===== src/rtl/debug_display_ctrl.sv =====
// Debug display controller: shows one 32-bit debug channel on seven-segment
// digits. Channel and digit window are chosen with debounced pushbuttons or
// by auto-scroll. A freeze input holds the displayed snapshot.
module debug_display_ctrl #(
  parameter int NUM_CH          = 4,
  parameter int NUM_DIGITS      = 4,
  parameter int DEBOUNCE_CYCLES = 1250000,
  parameter int SCROLL_CYCLES   = 125000000
) (
  input  logic                                              external_clk,
  input  logic                                              rst,
  input  logic [NUM_CH*32-1:0]                              ch_data,
  input  logic                                              key_next_n,
  input  logic                                              key_win_n,
  input  logic                                              auto_mode,
  input  logic                                              freeze,
  output logic [NUM_DIGITS*7-1:0]                           hex_out,
  output logic [((NUM_CH > 1) ? $clog2(NUM_CH) : 1)-1:0]    ch_sel,
  output logic [(((8/NUM_DIGITS) > 1) ? $clog2(8/NUM_DIGITS) : 1)-1:0] win_sel
);

  localparam int WINDOWS = 8 / NUM_DIGITS;
  localparam int WIN_BITS = NUM_DIGITS * 4;
  localparam int CH_W  = (NUM_CH > 1) ? $clog2(NUM_CH) : 1;
  localparam int WIN_W = (WINDOWS > 1) ? $clog2(WINDOWS) : 1;
  localparam int DB_W  = (DEBOUNCE_CYCLES > 1) ? $clog2(DEBOUNCE_CYCLES) : 1;
  localparam int SC_W  = (SCROLL_CYCLES > 1) ? $clog2(SCROLL_CYCLES) : 1;
  localparam logic [CH_W-1:0]  CH_MAX  = CH_W'(NUM_CH - 1);
  localparam logic [WIN_W-1:0] WIN_MAX = WIN_W'(WINDOWS - 1);
  localparam logic [DB_W-1:0]  DB_MAX  = DB_W'(DEBOUNCE_CYCLES - 1);
  localparam logic [SC_W-1:0]  SC_MAX  = SC_W'(SCROLL_CYCLES - 1);

  // Active-low segment code, bit order {g,f,e,d,c,b,a}
  function automatic logic [6:0] seg7(input logic [3:0] n);
    logic [6:0] s;
    case (n)
      4'h0: s = 7'h40; 4'h1: s = 7'h79; 4'h2: s = 7'h24; 4'h3: s = 7'h30;
      4'h4: s = 7'h19; 4'h5: s = 7'h12; 4'h6: s = 7'h02; 4'h7: s = 7'h78;
      4'h8: s = 7'h00; 4'h9: s = 7'h10; 4'hA: s = 7'h08; 4'hB: s = 7'h03;
      4'hC: s = 7'h46; 4'hD: s = 7'h21; 4'hE: s = 7'h06; default: s = 7'h0E;
    endcase
    return s;
  endfunction

  // Index 0 is the next-channel key, index 1 the next-window key
  logic [1:0]            r_sync1, r_sync2, r_lvl;
  logic [DB_W-1:0]       r_db_cnt [2];
  logic [1:0]            w_press;
  logic [SC_W-1:0]       r_scroll_cnt;
  logic                  w_tick, w_ch_step;
  logic [CH_W-1:0]       r_ch_sel;
  logic                  r_sel_upd;
  logic [WIN_W-1:0]      r_win_sel, r_win_d;
  logic [31:0]           r_snap, w_sel_data;
  logic [WIN_BITS-1:0]   w_win_bits;
  logic [NUM_DIGITS*7-1:0] w_hex_next, r_hex;

  // Two-flop synchronizers for the raw pushbuttons (idle high)
  always_ff @(posedge external_clk or posedge rst) begin
    if (rst) begin
      r_sync1 <= 2'b11;
      r_sync2 <= 2'b11;
    end else begin
      r_sync1 <= {key_win_n, key_next_n};
      r_sync2 <= r_sync1;
    end
  end

  // Debounce: accept a new level after DEBOUNCE_CYCLES disagreeing samples in a row
  always_ff @(posedge external_clk or posedge rst) begin
    if (rst) begin
      r_lvl <= 2'b11;
      for (int k = 0; k < 2; k++) r_db_cnt[k] <= '0;
    end else begin
      for (int k = 0; k < 2; k++) begin
        if (r_sync2[k] == r_lvl[k]) begin
          r_db_cnt[k] <= '0;
        end else if (r_db_cnt[k] == DB_MAX) begin
          r_lvl[k]    <= r_sync2[k];
          r_db_cnt[k] <= '0;
        end else begin
          r_db_cnt[k] <= r_db_cnt[k] + DB_W'(1);
        end
      end
    end
  end

  // Press pulse fires on the same cycle the accepted level falls to 0
  assign w_press   = r_lvl & ~r_sync2 & {(r_db_cnt[1] == DB_MAX), (r_db_cnt[0] == DB_MAX)};
  assign w_tick    = auto_mode & (r_scroll_cnt == SC_MAX);
  assign w_ch_step = w_press[0] | w_tick;

  // Auto-scroll period counter; any channel step restarts the period
  always_ff @(posedge external_clk or posedge rst) begin
    if (rst)                        r_scroll_cnt <= '0;
    else if (!auto_mode || w_ch_step) r_scroll_cnt <= '0;
    else                            r_scroll_cnt <= r_scroll_cnt + SC_W'(1);
  end

  // Channel select; a coincident press and tick still advance by one
  always_ff @(posedge external_clk or posedge rst) begin
    if (rst) begin
      r_ch_sel  <= '0;
      r_sel_upd <= 1'b0;
    end else begin
      r_sel_upd <= w_ch_step && (NUM_CH > 1);
      if (w_ch_step) r_ch_sel <= (r_ch_sel == CH_MAX) ? '0 : r_ch_sel + CH_W'(1);
    end
  end

  // Window select, delayed one cycle so it lines up with the snapshot stage
  always_ff @(posedge external_clk or posedge rst) begin
    if (rst) begin
      r_win_sel <= '0;
      r_win_d   <= '0;
    end else begin
      if (w_press[1]) r_win_sel <= (r_win_sel == WIN_MAX) ? '0 : r_win_sel + WIN_W'(1);
      r_win_d <= r_win_sel;
    end
  end

  // Mux the selected channel out of the flat input bus
  always_comb begin
    w_sel_data = '0;
    for (int k = 0; k < NUM_CH; k++)
      if (r_ch_sel == CH_W'(k)) w_sel_data = ch_data[32*k +: 32];
  end

  // Stage 1: snapshot; frozen unless the channel just changed
  always_ff @(posedge external_clk or posedge rst) begin
    if (rst)                       r_snap <= '0;
    else if (!freeze || r_sel_upd) r_snap <= w_sel_data;
  end

  // Pick the digit window and encode each nibble
  always_comb begin
    w_win_bits = '0;
    for (int w = 0; w < WINDOWS; w++)
      if (r_win_d == WIN_W'(w)) w_win_bits = r_snap[w*WIN_BITS +: WIN_BITS];
    w_hex_next = '0;
    for (int d = 0; d < NUM_DIGITS; d++)
      w_hex_next[7*d +: 7] = seg7(w_win_bits[4*d +: 4]);
  end

  // Stage 2: registered segment outputs, blank during reset
  always_ff @(posedge external_clk or posedge rst) begin
    if (rst) r_hex <= '1;
    else     r_hex <= w_hex_next;
  end

  assign hex_out = r_hex;
  assign ch_sel  = r_ch_sel;
  assign win_sel = r_win_sel;

endmodule


===== config.mk =====
export PLATFORM = sky130hd
export DESIGN_NAME = debug_display_ctrl
export DESIGN_NICKNAME = d
export VERILOG_FILES = /design/src/rtl/debug_display_ctrl.sv
export SDC_FILE = /design/constraint.sdc
export NUM_CORES = 1
export LEC_CHECK = 0
export ABC_AREA = 1
export ABC_CLOCK_PERIOD_IN_PS = 6400
export BUFFER_PORTS_ARGS = -buffer_cell sky130_fd_sc_hd__buf_2
export CORE_MARGIN = 3
export CORE_UTILIZATION = 30
export CTS_BUF_LIST = sky130_fd_sc_hd__clkbuf_8
export CTS_CLUSTER_SIZE = 24
export DETAILED_ROUTE_END_ITERATION = 8
export HOLD_SLACK_MARGIN = 0.08
export PLACE_DENSITY = 0.53
export SLEW_MARGIN = 5
export SYNTH_ARGS = -nofsm -noshare
export SYNTH_HDL_FRONTEND = slang
export SYNTH_SLANG_ARGS = --single-unit

===== constraint.sdc =====
create_clock -name external_clk -period 6.4 [get_ports external_clk]
set_clock_uncertainty 0.1 [all_clocks]
set_input_delay 0.96 -clock external_clk [delete_from_list [all_inputs] [get_ports external_clk]]
set_output_delay 0.96 -clock external_clk [all_outputs]
set_load 0.05 [all_outputs]

---- Word-level counts from Yosys, hierarchy flattened ----
Memory sizes are Yosys's and may differ from the RTL's. A register that Yosys moved wholly into a read port is not among the register bits.
Cells that the tools add are included.
storage, ports and cells
  bits in registers ....................... 112
  bits in latches ......................... 0
  RAM bits ................................ 0
  memory bits (read-only) ................. 448
  input bits .............................. 134
  output and inout port bits .............. 31
  logic and storage cells ................. 55
  memories ................................ 4
memories
  name             depth  bits a word  rd ports  clocked after Yosys merged registers in  wr ports  line  RTL
  (no name shown)  16     7            1         1                                        0         36    case (n)
  (no name shown)  16     7            1         1                                        0         36
  (no name shown)  16     7            1         1                                        0         36
  (no name shown)  16     7            1         1                                        0         36
operators by class
  $add $sub $neg .......................... 5
  multipliers ............................. 0
  divide/modulo/power cells ............... 0
  $lt $le $gt $ge ......................... 0
  equality and inequality tests ........... 8
  shift operators ......................... 0
  multiplexer cells ....................... 12
  bitwise operators ....................... 7
  reduce and logical (&&, ||, !) cells .... 7
operators with widths
  operator               number
  $mux 32                4
  $mux 21                4
  $add 21x1->21 const B  2
  $eq 21x21->1 const B   2
  $add 27x1->27 const B  1
  $eq 27x27->1 const B   1
  $mux 27                1
  $mux 16                1
  $and 2x2->2            2
  $eq 2x2->1 const B     2
  $reduce_and 2->1       2
  $add 2x1->2 const B    1
  $eq 1x1->1             2
  $eq 2x1->1 const B     1
  $logic_not 1->1        2
  $logic_not 2->1        1
  $logic_or 1x1->1       2
  $mux 2                 1
  $not 1->1              2
  $not 2->2              1
  $add 1x1->1 const B    1
  $and 1x1->1            1
  $mux 1                 1
  $or 1x1->1             1

---- Longest topological paths before layout ----
  depth after elaboration ................. 6
  mapped depth ............................ 11

---- Worst setup path after synthesis ----
Ideal clock, no wire load.
  path type ............................... flip-flop to flip-flop
  start ................................... reg r_ch_sel[1] (netlist: ch_sel[1])
  end ..................................... reg r_snap[22]
  library setup time ...................... 0.087 ns
  arrival time ............................ 1.762 ns
  required time ........................... 6.213 ns
  slack ................................... 4.451 ns
  stages on the path, launching flop included .. 10
  period minus slack after synthesis ...... 1.949 ns
  cells stage by stage .................... dfrtp_1 > inv_1 > ha_1 > buf_2 > nor2_2 > buf_2 > nand2_1 > nand2_1 > o211ai_1 > a22oi_1
on the way
  word-level cells in the longest chain between the ends .. 5
RTL lines
  element                 line  RTL
  start, declared         51    logic [CH_W-1:0] r_ch_sel;
  start signal, assigned  107   if (w_ch_step) r_ch_sel <= (r_ch_sel == CH_MAX) ? '0 : r_ch_sel + CH_W'(1);
  $logic_not 2->1         126   if (r_ch_sel == CH_W'(k)) w_sel_data = ch_data[32*k +: 32];
  $mux 32 (3 in series)   126
  $mux 32 (*)             126
  end signal, assigned    132   else if (!freeze || r_sel_upd) r_snap <= w_sel_data;
  end, declared           54    logic [31:0] r_snap, w_sel_data;
Every way passes the cells marked *; elsewhere a longest branch is shown, timed or not.
A chain may end at the register's enable or synchronous reset.

---- Final worst setup path ----
  start ................................... reg r_ch_sel[0] (netlist: ch_sel[0])
  end ..................................... reg r_snap[12]
Same word-level chain as after synthesis.

==> out/results.txt <==
In this run the post-CTS setup repair buffer count came out at 0. Setup repair after global routing left no endpoint under its margin. The congestion estimate from routability-driven global placement came to 0.8464. The cell row count came out at 61. Measured along the x axis, the die boundary spans 175.2 µm.

For the placed wire-length estimate, the log shows 18910 µm. The largest individual stage delay along the critical path comes from the cell sky130_fd_sc_hd__inv_1. In this run, post-CTS hold repair placed 0 buffers. The internal power contribution is 0.001395 W.

Traced cell by cell, the critical path runs through ha_1 > buf_4 > inv_1 > nand3_1 > a21oi_1. The count of antenna-violating nets left after detailed routing came out at 0. The clock slew seen by the registers of the worst setup and hold paths is 90 ps.

Total die area: 30710 µm². Max-slew violation total from the final report: 0. STA classifies the critical path startpoint as a register. The power density of the placed cells is 202.2 nW/µm². Summed over all nets, wire length on met2 after detailed routing comes to 11580 µm. The distinct cell type count after synthesis was 41; the total global routing overflow was 0. The maximum frequency from static timing analysis was 0.4065 GHz.

The logs give 0 ps for the setup TNS and 0.1023 mV for the maximum resistive drop on vdd. The routed design uses 1164 µm of met3 wire. After detailed routing, the number of remaining DRC violations is 0.

Subtracting the final worst setup slack from the clock period gives 2460 ps. The chip height is 175.2 µm, and the number of violations reported at the end of detailed-routing iteration 0 is 515. The wire length after detailed routing was 25160 µm. Counting instances in the post-synthesis netlist gives the leading cell types as sky130_fd_sc_hd__nand2_1 (318), sky130_fd_sc_hd__nor2_1 (199), sky130_fd_sc_hd__inv_1 (108). The biggest area consumer among synthesized cells is sky130_fd_sc_hd__dfrtp_1. The final hold violation count is 0, and the maximum clock path buffer count is 2. The required time at the endpoint of the critical path is 6670 ps.

Synthesis produced 1180 cells. CTS built an H-tree with a depth of 4. The worst pin sits at a relative slew slack of 25.10%.

Pin placement for this block handled 165 I/O pins. Detailed-router iteration count before antenna repair: 8. Critical setup path kind: register to register.

Summed over all cells, the static leakage comes to 4.770 nW. The run gives 0 as the max-capacitance violation count. Setup violations remaining at the end of the flow were counted as 0.

For this block, the via count after detailed routing is 8031. In the final design database the tool counted 1503 nets. TritonCTS built the clock tree.

For this run, the total global-route usage over all layers was measured as 16.34%. The run gives 47.4% as the relative contribution of sequential cells to total power. The clock sink total is 140, and the initial antenna violation count is 3.

For the worst setup path, the data arrival time is 2730 ps. The most frequently used cell type in the post-synthesis netlist was sky130_fd_sc_hd__nand2_1. The critical path contains buffers and inverters numbering 2 combined.

After synthesis the netlist holds a flip-flop and latch count of 140. The largest net degree at the start of global routing is 76. The synthesized design contains 0 enable-type register cells. Yosys attributes the largest share of cell area to sky130_fd_sc_hd__dfrtp_1 (31%), sky130_fd_sc_hd__nand2_1 (14%), sky130_fd_sc_hd__dfstp_2 (10%).

The logs give 450 ps for the clock latency on the worst-skew pair and 0.002057 W for the total design power. The wire length of the first global-routing pass was 40240 µm; the detail-routed via count per cell was 4.645. For the number of buffers added by the clock tree synthesis step, the log shows 17.

Each instance of the synthesized netlist takes up on average 7.281 µm². The portion of the clock cycle consumed by the worst path in the final layout is 38.44%, and the proportion of synthesized flip-flops having asynchronous set or reset is 100.0%. The switching portion of total power was 32.17%; the delay contributed by the slowest stage of the critical path was 860 ps.

The post-route netlist has 22.09% of its cells at a drive strength greater than 1. After synthesis, the largest area contributor takes up 30.87% of total cell area. At the pin with the least slew margin, the transition time is 1122 ps. The most used flip-flop cell after synthesis is sky130_fd_sc_hd__dfrtp_1. The count of buffers added on input and output ports is 164. In this run the clock root is driven by a sky130_fd_sc_hd__clkbuf_8. The run gives 1347 as the number of nets produced by synthesis.

The cell type group with the largest total delay on the critical path was buffers and inverters. After clock tree synthesis, the repair step resized 0 gates. The met1 layer wirelength in the final routing is 12160 µm. The share of power burned in combinational logic is 17.5%, and the relative area change from synthesis to final layout is 18.41%. The highest layer touched by signal routing is met5. During synthesis, Yosys emitted a total of 0 warnings.

STA classifies the critical path endpoint as a register. The worst hold path belongs to the class register to register. For the sequential cell area fraction in the yosys report, the log shows 41.27%. Counting the fill cells in the layout gives 2994. The peak fanout along the critical path came out at 34. Per report_power, the clock group accounts for 35.2% of the total. The number of global-route vias before repair came out at 7723. For the area of the mapped netlist, the log shows 8592 µm².

The initial core utilization was 30.67%; the final routed wire length divided by cell count was 14.55 µm. The run gives 260.3 ps as the worst-case hold slack. The run gives 0.0006617 W as the power dissipated by switching net loads.

Area of the placeable core: 28010 µm². The flow ran to the end, and the final reports show no timing, DRC or antenna violations.
## kinds of logic after synthesis
logic type	Yosys count	synth area share [%]
AOI/OAI and AO/OA	183	12.47
xor gates and xnor gates	26	2.650
adders and majority gates	33	4.806
buffers and inverters	147	6.888
DFF	140	41.27
and+or+nand+nor	651	31.92
## flip-flops by register name, indices dropped and copies added (netlist names)
| name | count |
|---|---|
| r_db_cnt | 42 |
| r_snap | 32 |
| hex_out | 28 |
| r_scroll_cnt | 27 |
| ch_sel | 2 |
| r_lvl | 2 |
| r_sync1 | 2 |
| r_sync2 | 2 |
| r_sel_upd | 1 |
| r_win_d | 1 |
| win_sel | 1 |
## worst paths after layout
kind                            start                to  slack (ps)  depth (start not counted)
min reg2reg                r_sync1[0]        r_sync2[0]         260                          0
min                        r_sync1[0]        r_sync2[0]         260                          0
min in group asynchronous         rst  r_scroll_cnt[24]         540                          2
max                         ch_sel[0]        r_snap[12]        3940                          5
max in group asynchronous         rst      r_db_cnt[33]        4330                          3
max reg2reg                 ch_sel[0]        r_snap[12]        3940                          5
## worst reg2reg max path: cells and delay by family (launching register included)
kind | cells | cell delay (ps)
adder cells (fa/ha/maj) | 1 | 230
buffers and inverters | 2 | 1130
AO/OA/AOI/OAI | 1 | 200
flip-flops | 1 | 450
AND/OR/NAND/NOR | 1 | 280
## power groups by stage
stage          sequential, W  clock (W)  combinational, W
3_5_place_dp        0.000993          0          0.000362
4_1_cts             0.000976   0.000751          0.000363
5_1_grt             0.000981   0.000790          0.000398
3_3_place_gp        0.000991          0          0.000361
6_report            0.000975   0.000723          0.000359
2_1_floorplan        0.00109          0          0.000147
## per-stage QoR
step | area, µm² | worst slack (ps) | instances | utilization, %
final | 10170 | 3940 | 1729 | 36.32
after floorplan | 8592 | 1643 | 1180 | -
after detailed placement | 9776 | 3625 | 1695 | 34.90
after CTS | 10170 | 3917 | 1727 | 36.30
after global routing | 10170 | 3722 | 1729 | 36.32
after global placement | 9776 | 3669 | 1695 | 34.90
## metal layers
metal	track usage [%]	vias to the layer above
li1	-	4089
met1	22.64	3754
met2	26.32	168
met3	3.194	18
met4	3.956	2
met5	0	-
## cell type report
cell class / count / area (µm²) / area share [%]
clock inverter: 13 / 131.4 / 1.291
multi-input combinational: 893 / 4454 / 43.78
inverter: 113 / 429.2 / 4.218
timing repair buffer: 171 / 873.3 / 8.584
tap: 378 / 473.0 / 4.649
clock buffer: 19 / 261.5 / 2.570
antenna: 2 / 5.005 / 0.04919
sequential: 140 / 3546 / 34.85
## placed cells by master (no fill, tap or decap), drive strengths merged
| cell type | n |
|---|---|
| a211oi | 1 |
| a21o | 1 |
| a21oi | 85 |
| a22oi | 9 |
| and2 | 1 |
| and3 | 3 |
| buf | 171 |
| bufinv | 1 |
| clkbuf | 19 |
| clkinv | 2 |
| clkinvlp | 5 |
| dfrtp | 106 |
| dfstp | 34 |
| diode | 2 |
| ha | 33 |
| inv | 118 |
| nand2 | 324 |
| nand3 | 64 |
| nand3b | 2 |
| nand4 | 11 |
| nor2 | 209 |
| nor3 | 13 |
| nor3b | 3 |
| o211ai | 15 |
| o21ai | 55 |
| o21bai | 2 |
| o22ai | 10 |
| o31ai | 5 |
| or2 | 21 |
| xnor2 | 9 |
| xor2 | 17 |
Power figures use the tool's default switching activity.
